## config.mk

```make
export PLATFORM = sky130hd
export DESIGN_NAME = median_5x5_frame_ctrl
export DESIGN_NICKNAME = d
export VERILOG_FILES = /design/src/rtl/median_5x5_frame_ctrl.sv
export SDC_FILE = /design/constraint.sdc
export NUM_CORES = 1
export LEC_CHECK = 0
export ABC_AREA = 1
export CAP_MARGIN = 10
export CELL_PAD_IN_SITES_DETAIL_PLACEMENT = 1
export CELL_PAD_IN_SITES_GLOBAL_PLACEMENT = 2
export CORE_UTILIZATION = 30
export CTS_CLUSTER_DIAMETER = 200
export CTS_CLUSTER_SIZE = 30
export DETAILED_ROUTE_END_ITERATION = 8
export PLACE_DENSITY = 0.78
export SYNTH_ARGS = -nofsm -noshare
export SYNTH_HDL_FRONTEND = slang
export SYNTH_SLANG_ARGS = --single-unit
```

## constraint.sdc

```tcl
create_clock -name clk -period 1.8 [get_ports clk]
set_input_delay 0.18 -clock clk [delete_from_list [all_inputs] [get_ports clk]]
set_output_delay 0.18 -clock clk [all_outputs]
set_load 0.02 [all_outputs]
```

## src/rtl/median_5x5_frame_ctrl.sv

```systemverilog
// Frame sequencer for the 5x5 median path: pixel handshake, raster position,
// window strobe generation, result counting, end-of-frame and fault flags.
`timescale 1ns/1ps
module median_5x5_frame_ctrl #(
  parameter int unsigned ROWS     = 7,
  parameter int unsigned COLS     = 7,
  parameter int unsigned PIPE_LAT = 8
) (
  input  logic                                    clk,
  input  logic                                    rst,
  input  logic                                    start_i,
  input  logic                                    pix_valid_i,
  output logic                                    ready_o,
  output logic                                    win_valid_o,
  input  logic                                    median_valid_i,
  output logic [$clog2(ROWS)-1:0]                 row_o,
  output logic [$clog2(COLS)-1:0]                 col_o,
  output logic [$clog2((ROWS-4)*(COLS-4)+1)-1:0]  out_cnt_o,
  output logic                                    busy_o,
  output logic                                    frame_done_o,
  output logic                                    err_timeout_o,
  output logic                                    err_spurious_o
);

  localparam int unsigned RW   = $clog2(ROWS);
  localparam int unsigned CW   = $clog2(COLS);
  localparam int unsigned N    = (ROWS - 4) * (COLS - 4);
  localparam int unsigned OW   = $clog2(N + 1);
  localparam int unsigned TOUT = PIPE_LAT + 4;
  localparam int unsigned DW   = $clog2(TOUT + 1);

  localparam logic [2:0] S_IDLE  = 3'd0;
  localparam logic [2:0] S_FILL  = 3'd1;
  localparam logic [2:0] S_RUN   = 3'd2;
  localparam logic [2:0] S_DRAIN = 3'd3;
  localparam logic [2:0] S_DONE  = 3'd4;

  logic [2:0]    state, state_nxt;
  logic [RW-1:0] pos_row, pos_row_nxt;
  logic [CW-1:0] pos_col, pos_col_nxt;
  logic [RW-1:0] row_nxt;
  logic [CW-1:0] col_nxt;
  logic [OW-1:0] cnt_nxt;
  logic [DW-1:0] drain_cnt, drain_nxt;
  logic          to_nxt, sp_nxt, win_nxt;
  logic          accept, in_frame, win_hit, last_pix;

  // State and all registered outputs
  always_ff @(posedge clk) begin
    if (!rst) begin
      state          <= S_IDLE;
      pos_row        <= '0;
      pos_col        <= '0;
      row_o          <= '0;
      col_o          <= '0;
      out_cnt_o      <= '0;
      drain_cnt      <= '0;
      err_timeout_o  <= 1'b0;
      err_spurious_o <= 1'b0;
      win_valid_o    <= 1'b0;
      ready_o        <= 1'b0;
      busy_o         <= 1'b0;
      frame_done_o   <= 1'b0;
    end else begin
      state          <= state_nxt;
      pos_row        <= pos_row_nxt;
      pos_col        <= pos_col_nxt;
      row_o          <= row_nxt;
      col_o          <= col_nxt;
      out_cnt_o      <= cnt_nxt;
      drain_cnt      <= drain_nxt;
      err_timeout_o  <= to_nxt;
      err_spurious_o <= sp_nxt;
      win_valid_o    <= win_nxt;
      ready_o        <= (state_nxt == S_FILL) || (state_nxt == S_RUN);
      busy_o         <= (state_nxt != S_IDLE);
      frame_done_o   <= (state_nxt == S_DONE);
    end
  end

  // Next-state, position tracking, result accounting
  always_comb begin
    state_nxt   = state;
    pos_row_nxt = pos_row;
    pos_col_nxt = pos_col;
    row_nxt     = row_o;
    col_nxt     = col_o;
    cnt_nxt     = out_cnt_o;
    drain_nxt   = drain_cnt;
    to_nxt      = err_timeout_o;
    sp_nxt      = err_spurious_o;
    win_nxt     = 1'b0;

    accept   = pix_valid_i && ready_o;
    in_frame = (state == S_FILL) || (state == S_RUN) || (state == S_DRAIN);
    win_hit  = (pos_row >= RW'(4)) && (pos_col >= CW'(4));
    last_pix = (pos_row == RW'(ROWS - 1)) && (pos_col == CW'(COLS - 1));

    // pos_* is the coordinate the next accepted pixel will carry
    if (accept) begin
      row_nxt = pos_row;
      col_nxt = pos_col;
      win_nxt = win_hit;
      if (pos_col == CW'(COLS - 1)) begin
        pos_col_nxt = '0;
        if (!last_pix) pos_row_nxt = pos_row + RW'(1);
      end else begin
        pos_col_nxt = pos_col + CW'(1);
      end
    end

    if (median_valid_i) begin
      if (in_frame && (out_cnt_o != OW'(N))) cnt_nxt = out_cnt_o + OW'(1);
      else                                   sp_nxt  = 1'b1;
    end

    case (state)
      S_IDLE: begin
        if (start_i) begin
          state_nxt   = S_FILL;
          pos_row_nxt = '0;
          pos_col_nxt = '0;
          row_nxt     = '0;
          col_nxt     = '0;
          cnt_nxt     = '0;
          drain_nxt   = '0;
          to_nxt      = 1'b0;
          sp_nxt      = 1'b0;
        end
      end
      S_FILL: begin
        if (accept && last_pix) begin
          state_nxt = S_DRAIN;
          drain_nxt = '0;
        end else if (accept && win_hit) begin
          state_nxt = S_RUN;
        end
      end
      S_RUN: begin
        if (accept && last_pix) begin
          state_nxt = S_DRAIN;
          drain_nxt = '0;
        end
      end
      S_DRAIN: begin
        // Final result and exit share an edge; timeout only if still short
        if (cnt_nxt == OW'(N)) begin
          state_nxt = S_DONE;
        end else if (drain_cnt == DW'(TOUT - 1)) begin
          to_nxt    = 1'b1;
          state_nxt = S_DONE;
        end else begin
          drain_nxt = drain_cnt + DW'(1);
        end
      end
      S_DONE:  state_nxt = S_IDLE;
      default: state_nxt = S_IDLE;
    endcase
  end

endmodule

```

== After elaboration in Yosys (flattened, before gate mapping) ==
Cells that the tools add are included.
Word-level totals
  register bits: 29
  input port bits: 5
  output and inout port bits: 16
  logic and storage cells: 91
Cells by class
  add/subtract/negate cells: 4
  $lt $le $gt $ge: 2
  eq/ne operators: 16
  mux-type cells: 39
  reduce and logical (&&, ||, !) cells: 17
Operator list (count)
  $mux 3: 21
  $mux 4: 8
  $pmux 3 s4: 1
  $pmux 4 s3: 1
  $eq 3x2->1 const B: 3
  $eq 3x3->1 const B: 3
  $add 4x1->4 const B: 2
  $eq 4x4->1 const B: 2
  $mux 1: 7
  $add 3x1->3 const B: 2
  $eq 3x1->1 const B: 2
  $ge 3x3->1 const B: 2
  $logic_and 1x1->1: 6
  $ne 2x2->1 const B: 3
  $reduce_bool 3->1: 2
  $reduce_and 5->1: 1
  $ne 2x1->1 const B: 2
  $ne 4x4->1 const B: 1
  $reduce_and 4->1: 1
  $logic_not 3->1: 1
  $logic_or 1x1->1: 3
  $pmux 1 s2: 1
  $reduce_and 2->1: 1
  $reduce_bool 2->1: 1
  $reduce_or 2->1: 1

== Depth between registers and ports, before layout ==
Gate-level depths: netlist of the first run.
  depth in word-level cells: 11
  gate-level depth with buffers: 14
  mapped depth without buffers: 14

== Least setup slack after synthesis of the first run ==
Ideal clock, no wire load.
  path type: register -> register
  from: register out_cnt_o[1]
  to: register drain_cnt[2]
  library setup time: 72 ps
  arrival: 1626 ps
  data required time: 1728 ps
  slack: 102 ps
  stages on the path, launching flop included: 12
  path buffers: 0
  period minus slack after synthesis: 1698 ps
  cells stage by stage: dfxtp_1 -> inv_1 -> ha_1 -> nand2_1 -> nor2_2 -> nor2_4 -> nand4_1 -> nand2_1 -> nand4_2 -> nand3_2 -> nand2_1 -> a21oi_1
Between the ends
  cells in the longest elaborated chain, start to end: 7
  elaborated cells on any way between the ends: 8
  those cells by class: add/sub: 1; eq/ne: 3; mux: 2; reduce/logical: 2
RTL lines
  start: declaration: line 18  | output logic [$clog2((ROWS-4)*(COLS-4)+1)-1:0] out_cnt_o,
  start signal: assignment: line 70  | out_cnt_o <= cnt_nxt;
  parallel branches: the longest is 3 deep, another holds $add 4x1->4
  $mux 4 (*): line 112  | if (median_valid_i) begin
  $eq 4x4->1 (*): line 147  | if (cnt_nxt == OW'(N)) begin
  $ne 2x2->1 (no line) (*)
  $reduce_and 5->1 (no line) (*)
  end signal: assignment: line 71  | drain_cnt <= drain_nxt;
  end: declaration: line 44  | logic [DW-1:0] drain_cnt, drain_nxt;
Every way passes the cells marked *.
A chain may end at the register's enable or synchronous reset.

== Final worst setup path of the first run ==
  from: register out_cnt_o[1]
  to: register drain_cnt[0]
Same word-level chain as after synthesis.

==> Flow_metrics.wiki, run 1 <==
{| class="wikitable"
! Metric !! Value
|-
| Highest attainable clock frequency || 0.5989 GHz
|-
| Placed wire-length estimate after detailed placement || 2.532 mm
|-
| Synth-to-Final Area Change || 35.42%
|-
| Share of final-layout standard cells stronger than drive strength 1 || 0.2290
|-
| Syn nets || 189
|-
| Final Non-Filler Cells || 266
|-
| Outcome || completed
|-
| Count of TritonRoute iterations in the first routing pass || 4
|-
| Worst hold-check path type || flip-flop to flip-flop
|-
| Leakage component of the power || 0.7303 nW
|-
| Clock tree from TritonCTS || yes
|-
| Least-Margin Pin Slew || 0.3787 ns
|-
| Design area || 1866 um^2
|-
| Setup total negative slack || 0 ns
|-
| Die Area || 4867 um^2
|-
| Initial antenna violation count || 0
|-
| Total Routed Length || 3.411 mm
|-
| Worst vdd ir || 0.4982 mV
|-
| Endpoint required time on the critical path || 2.02 ns
|-
| Critical path class || flip-flop to flip-flop
|-
| Time the final worst path needs with I/O delays and setup || 1.670 ns
|-
| Sinks on Clock Net || 29
|-
| Peak per-stage delay on the critical path || 0.32 ns
|-
| Count of buffers from port buffering || 20
|-
| Area after DPL || 1685 um^2
|-
| Ys Warns || 0
|-
| Routed WL per cell || 12.82 um
|-
| Number of global-route vias before repair || 1340
|-
| Post-synthesis cell type count || 26
|-
| Footprint of the flip-flops and latches || 583.1 um^2
|-
| Clock root buffer || clkbuf_8
|-
| Worst reg2reg setup slack || 0.13 ns
|-
| Max Buffers Root-to-Sink || 2
|-
| Total of endpoints with negative setup slack in the final report || 0
|-
| Clock input transition at the sequential cells of the worst setup and hold paths || 0.06 ns
|-
| Cells after Synth || 179
|-
| Remaining number of nets flagged by the antenna check after routing || 0
|-
| Drt drc || 0
|-
| Count of fill cells added during filler insertion || 550
|-
| Critical path fanouts, max || 7
|-
| Vias after detailed routing || 1277
|-
| FP Rows || 24
|-
| Antenna diode count || 0
|-
| Worst Clk Skew || 0.003393 ns
|-
| Area of the mapped netlist || 1378 um^2
|-
| Power per Cell Area || 727.7 nW/um^2
|-
| Sequential fraction of design power || 0.483
|-
| Effective utilization at floorplan || 0.3142
|-
| Width of the chip || 69.77 um
|-
| Part of the power in combinational logic || 0.080
|-
| CP endpoint kind || flip-flop
|-
| Area of the placeable core || 4384 um^2
|-
| Post-detailed-route via-to-cell ratio || 4.801
|-
| Switching Power || 0.3182 mW
|-
| Hold Vio Cnt, Final || 0
|-
| Int Power || 1.039 mW
|-
| Area of the multi-input gates || 769.5 um^2
|-
| Final Hold Slack || 0.4579 ns
|-
| Ports placed on the boundary || 21
|-
| Share of flip-flops with an asynchronous set or reset || 0
|-
| Number of nets in the final layout || 223
|-
| Sw frac || 0.2343
|-
| Register bit total from synthesis || 29
|-
| TritonCTS Buffers || 5
|-
| First-pass GRT wire length || 6.003 mm
|-
| Critical path, cell by cell || inv_2 > ha_4 > nand2_4 > nor2_4 > nor2_4 > nand3b_1 > nand2_2 > nor2_4 > nand3_4 > nand2_2 > nand2_2 > nand3_2 > nand2_2 > nor2_1
|-
| Most frequent CP cell || nand2_2
|-
| Drt first-iter violations || 19
|-
| Vertical die dimension || 69.77 um
|-
| Post-synthesis sequential area ratio || 0.4214
|-
| Worst-Skew Late Latency || 0.28 ns
|-
| Total global routing track utilization || 0.1553
|-
| Prevailing post-synth register cell || dfxtp_1
|-
| Data arrival time of the critical path || 1.89 ns
|-
| Clock network power share || 0.437
|-
| EDFF count, synth || 0
|-
| Maximum number of pins on one net before global-route repair || 11
|-
| Ratio of final minimum period to clock period || 0.9276
|-
| Max H-tree Level || 2
|-
| Placer Congestion || 0.7909
|-
| Fraction of the core area covered by cells at the end of the flow || 0.4255
|-
| GRT Residual Overflow || 0
|-
| Count of max-cap constraint violations || 0
|-
| Category of the worst setup path launch point || flip-flop
|-
| Placed Cells incl. Taps || 256
|-
| Average size of a mapped cell || 7.696 um^2
|-
| Worst rel slew slack || 0.7454
|-
| Final slew viol count || 0
|-
| Critical path's slowest cell || dfxtp_2
|}
[cell usage after synthesis (all sizes together), types with 2 or more instances]
library cell,instances,share of area
nand2,43,0.13
dfxtp,29,0.42
nor2,22,0.076
a21oi,21,0.079
inv,20,0.054
nand3,15,0.065
nand4,7,0.036
ha,5,0.045
a211oi,3,0.016
xor2,3,0.019
buf,2,0.0073
o21a,2,0.011
o21ai,2,0.010
[cells by family after synthesis]
| family | count (synthesis) | synth area share |
|---|---|---|
| adders and majority gates | 5 | 0.04541 |
| AOI/OAI and AO/OA | 30 | 0.1263 |
| buffers and inverters | 23 | 0.06448 |
| DFF | 29 | 0.4214 |
| xor gates and xnor gates | 3 | 0.01908 |
| and+or+nand+nor | 89 | 0.3234 |
[metal layers]
layer	vias to the layer above	wire length, um	GRT usage	share of wire
li1	658	-	-	-
met1	602	1497	0.1814	0.44
met4	0	57	0.06667	0.017
met2	13	1766	0.2660	0.52
met3	4	89	0.04070	0.026
met5	-	0	0	0
[layout by cell type (no fill, tap or decap), types with 2 or more instances in the layout]
master and instances:
nand2_1 32, dfxtp_1 27, a21oi_1 20, clkdlybuf4s50_1 20
nor2_1 17, inv_1 15, nand3_1 11, nand2_2 9
buf_4 9, clkbuf_8 7, nand4_1 6, inv_2 5
ha_1 4, nor2_4 3, nand3_2 3, xor2_1 3
a211oi_1 3, o21a_1 2, nand2_4 2, nor2_2 2
dfxtp_2 2
[power by group through the flow]
stage / combinational (mW) / sequential, mW / clock, mW
6_report: 0.109 / 0.655 / 0.593
5_1_grt: 0.120 / 0.656 / 0.651
4_1_cts: 0.104 / 0.654 / 0.624
3_5_place_dp: 0.104 / 0.669 / 0
3_3_place_gp: 0.102 / 0.668 / 0
2_1_floorplan: 0.0537 / 0.676 / 0
[path summary, 6_finish.rpt]
kind | endpoint | startpoint | depth (start not counted)
min | col_o[2] | col_o[2] | 2
max | drain_cnt[0] | out_cnt_o[1] | 14
min reg2reg | col_o[2] | col_o[2] | 2
max reg2reg | drain_cnt[0] | out_cnt_o[1] | 14
[cell type report]
cell class / instances / area share
clock buffer: 7 / 0.05164
multi-input combinational: 127 / 0.4125
sequential: 29 / 0.3125
tap: 52 / 0.03488
inverter: 21 / 0.04225
clock inverter: 1 / 0.002683
timing repair buffer: 29 / 0.1435
[sequential cells by signal, indices dropped and copies added, names as in the netlist]
name / cells
ready_o: 1
pos_col: 3
err_timeout_o: 1
out_cnt_o: 4
row_o: 3
drain_cnt: 4
frame_done_o: 1
win_valid_o: 1
pos_row: 3
busy_o: 1
err_spurious_o: 1
col_o: 3
state: 3
[metrics by stage]
stage | power (mW) | setup WS (ns)
floorplan | 0.7293 | 0.1016
global placement | 0.7704 | 0.04947
detailed placement | 0.7730 | -0.01889
CTS | 1.383 | 0.03441
global route | 1.427 | -0.01861
finish | 1.358 | 0.1303
[worst max-delay path: cells and delay by family, from the launching register on]
kind | cells | cell delay, ns
flip-flops | 1 | 0.32
AND/OR/NAND/NOR | 12 | 1.09
adder cells (fa/ha/maj) | 1 | 0.14
buffers and inverters | 1 | 0.06
[what timing repair did]
| item | in CTS | in global routing |
|---|---|---|
| setup buffers | 0 | 2 |
| hold buffers | 0 | 0 |
| gates resized for setup | 0 | 16 |
| endpoints found under the setup margin | 0 | 9 |
(Power assumes the default switching activity.)
==> run 2, diff against run 1 <==
- CAP_MARGIN: 10 -> unset
- PLACE_DENSITY: 0.78 -> 0.85
==> run 2 against run 1 <==
Against the previous run:
- worst hold slack better by 0.0014 ns
- sequential share of layout area rose by 0.51 points
- sequential power is essentially flat
- critical path depth down 2
- global-route usage shrank 0.63 points
- cell count increased by 0.38%
- power decreased by 6.1%
- wire length increased by 2.1%
- fmax shrank 2.7%
- non-clock buffer count increased by 1
- combinational power barely moved
- register-to-register slack lost 0.05 ns
- largest cell class unchanged
==> Flow_metrics.wiki, run 2 (synthesized netlist as in run 1, its figures left out) <==
{| class="wikitable"
! Metric !! Value
|-
| Count of max-cap constraint violations || 0
|-
| Slack of the critical path || 0.08369 ns
|-
| Leading cell types in the layout, fill and taps excluded || nand2_1, dfxtp_1, clkdlybuf4s50_1
|-
| Vias after detailed routing || 1283
|-
| Highest attainable clock frequency || 0.5826 GHz
|-
| Max Buffers Root-to-Sink || 2
|-
| Max H-tree Level || 2
|-
| Area of the placeable core || 4384 um^2
|-
| Count of buffers from port buffering || 20
|-
| Vertical die dimension || 69.77 um
|-
| Critical path fanouts, max || 7
|-
| Regs by FF count || drain_cnt (4), out_cnt_o (4)
|-
| Ratio of final minimum period to clock period || 0.9535
|-
| Worst reg2reg setup slack || 0.08 ns
|-
| Clock input transition at the sequential cells of the worst setup and hold paths || 0.06 ns
|-
| Count of TritonRoute iterations in the first routing pass || 4
|-
| Antenna diode count || 0
|-
| Critical path, cell by cell || inv_1 > ha_2 > nand2_1 > nor2_2 > nor2_4 > nand3b_1 > nand2_2 > nor2_4 > nand3_4 > nand2_4 > nand4_1 > a21oi_2
|-
| Critical path buffer and inverter count || 1
|-
| Leakage component of the power || 0.7061 nW
|-
| Ports placed on the boundary || 21
|-
| Remaining number of nets flagged by the antenna check after routing || 0
|-
| Critical path's slowest cell || dfxtp_2
|-
| GRT Residual Overflow || 0
|-
| Most common cell after layout, fill and taps aside || nand2_1
|-
| Number of nets in the final layout || 224
|-
| Peak per-stage delay on the critical path || 0.32 ns
|-
| First-pass GRT wire length || 5.699 mm
|-
| Placer Congestion || 0.8369
|-
| Placed Cells incl. Taps || 256
|-
| Number of global-route vias before repair || 1298
|-
| Final slew viol count || 0
|-
| Initial antenna violation count || 0
|-
| Endpoint required time on the critical path || 2.01 ns
|-
| Drt drc || 0
|-
| Worst hold-check path type || flip-flop to flip-flop
|-
| Outcome || completed
|-
| Routed WL per cell || 13.05 um
|-
| Worst Clk Skew || 0.003802 ns
|-
| Category of the worst setup path launch point || flip-flop
|-
| Clock root buffer || clkbuf_8
|-
| Clock tree from TritonCTS || yes
|-
| Hold Vio Cnt, Final || 0
|-
| Width of the chip || 69.77 um
|-
| Least-Margin Pin Slew || 0.3986 ns
|-
| FP Rows || 24
|-
| Post-Place Setup Slack || 0.01443 ns
|-
| Post-detailed-route via-to-cell ratio || 4.805
|-
| Placed wire-length estimate after detailed placement || 2.627 mm
|-
| Effective utilization at floorplan || 0.3142
|-
| Final Non-Filler Cells || 267
|-
| Total Routed Length || 3.484 mm
|-
| Total global routing track utilization || 0.1490
|-
| Critical path class || flip-flop to flip-flop
|-
| Power per Cell Area || 695.8 nW/um^2
|-
| Data arrival time of the critical path || 1.92 ns
|-
| Time the final worst path needs with I/O delays and setup || 1.716 ns
|-
| Drt first-iter violations || 44
|-
| Maximum number of pins on one net before global-route repair || 11
|-
| Worst vdd ir || 0.2873 mV
|-
| Worst-Skew Late Latency || 0.28 ns
|-
| Synth-to-Final Area Change || 32.97%
|-
| Total of endpoints with negative setup slack in the final report || 0
|-
| Sinks on Clock Net || 29
|-
| Largest delay contributor family on the critical path || simple AND/OR/NAND/NOR gates
|-
| Most frequent CP cell || nor2_4
|-
| TritonCTS Buffers || 5
|-
| Count of fill cells added during filler insertion || 551
|-
| Share of final-layout standard cells stronger than drive strength 1 || 0.2140
|-
| CP endpoint kind || flip-flop
|-
| Die Area || 4867 um^2
|-
| Worst rel slew slack || 0.7320
|}
-- run 2: power by group --
group / leakage (nW) / switching (mW) / internal, mW
clock network: 0.0450 / 0.244 / 0.267
registers: 0.235 / 0.00554 / 0.649
logic: 0.426 / 0.0634 / 0.0445
total: 0.706 / 0.313 / 0.961
-- run 2: per-layer routing --
metal / share of wire / up-vias / GRT usage
met5: 0 / - / 0
met4: 0.015 / 0 / 0.06000
met3: 0.027 / 6 / 0.03924
met2: 0.54 / 18 / 0.2842
met1: 0.42 / 602 / 0.1511
li1: - / 657 / -
-- run 2: layout make-up --
cell class	instances	area, um^2	share of cell area
Clock buffer	6	72.57	0.03962
Timing Repair Buffer	30	275.3	0.1503
Inverter	21	78.83	0.04303
Sequential cell	29	581.8	0.3176
Clock inverter	2	10.01	0.005464
Tap cell	52	65.06	0.03552
Multi-Input combinational cell	127	748.2	0.4085
-- run 2: timing repair --
item | 4_1_cts | 5_1_grt
hold buffers | 0 | 0
buffers inserted | 0 | 3
setup endpoints to repair | 0 | 5
resized for setup | 0 | 10
-- run 2: worst paths after layout --
path | cells after the start | endpoint | from
setup / recovery | 12 | ready_o | out_cnt_o[1]
hold / removal | 2 | col_o[2] | col_o[2]
setup reg to reg | 12 | ready_o | out_cnt_o[1]
hold reg to reg | 2 | col_o[2] | col_o[2]
-- run 2: tightest hold or removal path, delay by kind of cell (launching register included) --
family / cells / cell delay (ns)
AO/OA/AOI/OAI: 1 / 0.05
AND/OR/NAND/NOR: 1 / 0.06
flip-flops: 1 / 0.31
-- run 2: metrics by stage --
stage / utilization / power (mW) / hold WS, ns / TNS, ns / area, um^2
after global placement: 0.3844 / 0.7695 / 0.4455 / 0 / 1685
after detailed placement: 0.3844 / 0.7733 / 0.4541 / 0 / 1685
after CTS: 0.4033 / 1.299 / 0.4651 / 0 / 1768
final: 0.4178 / 1.274 / 0.4594 / 0 / 1832
after floorplan: - / 0.7293 / 0.3006 / 0 / 1378
after global routing: 0.4178 / 1.341 / 0.4896 / -0.01448 / 1832
==> run 3, diff against run 2 <==
- CAP_MARGIN: unset -> 30
==> results of run 3 <==
Same layout as run 2: the final DEF is identical, and so are final timing and power.
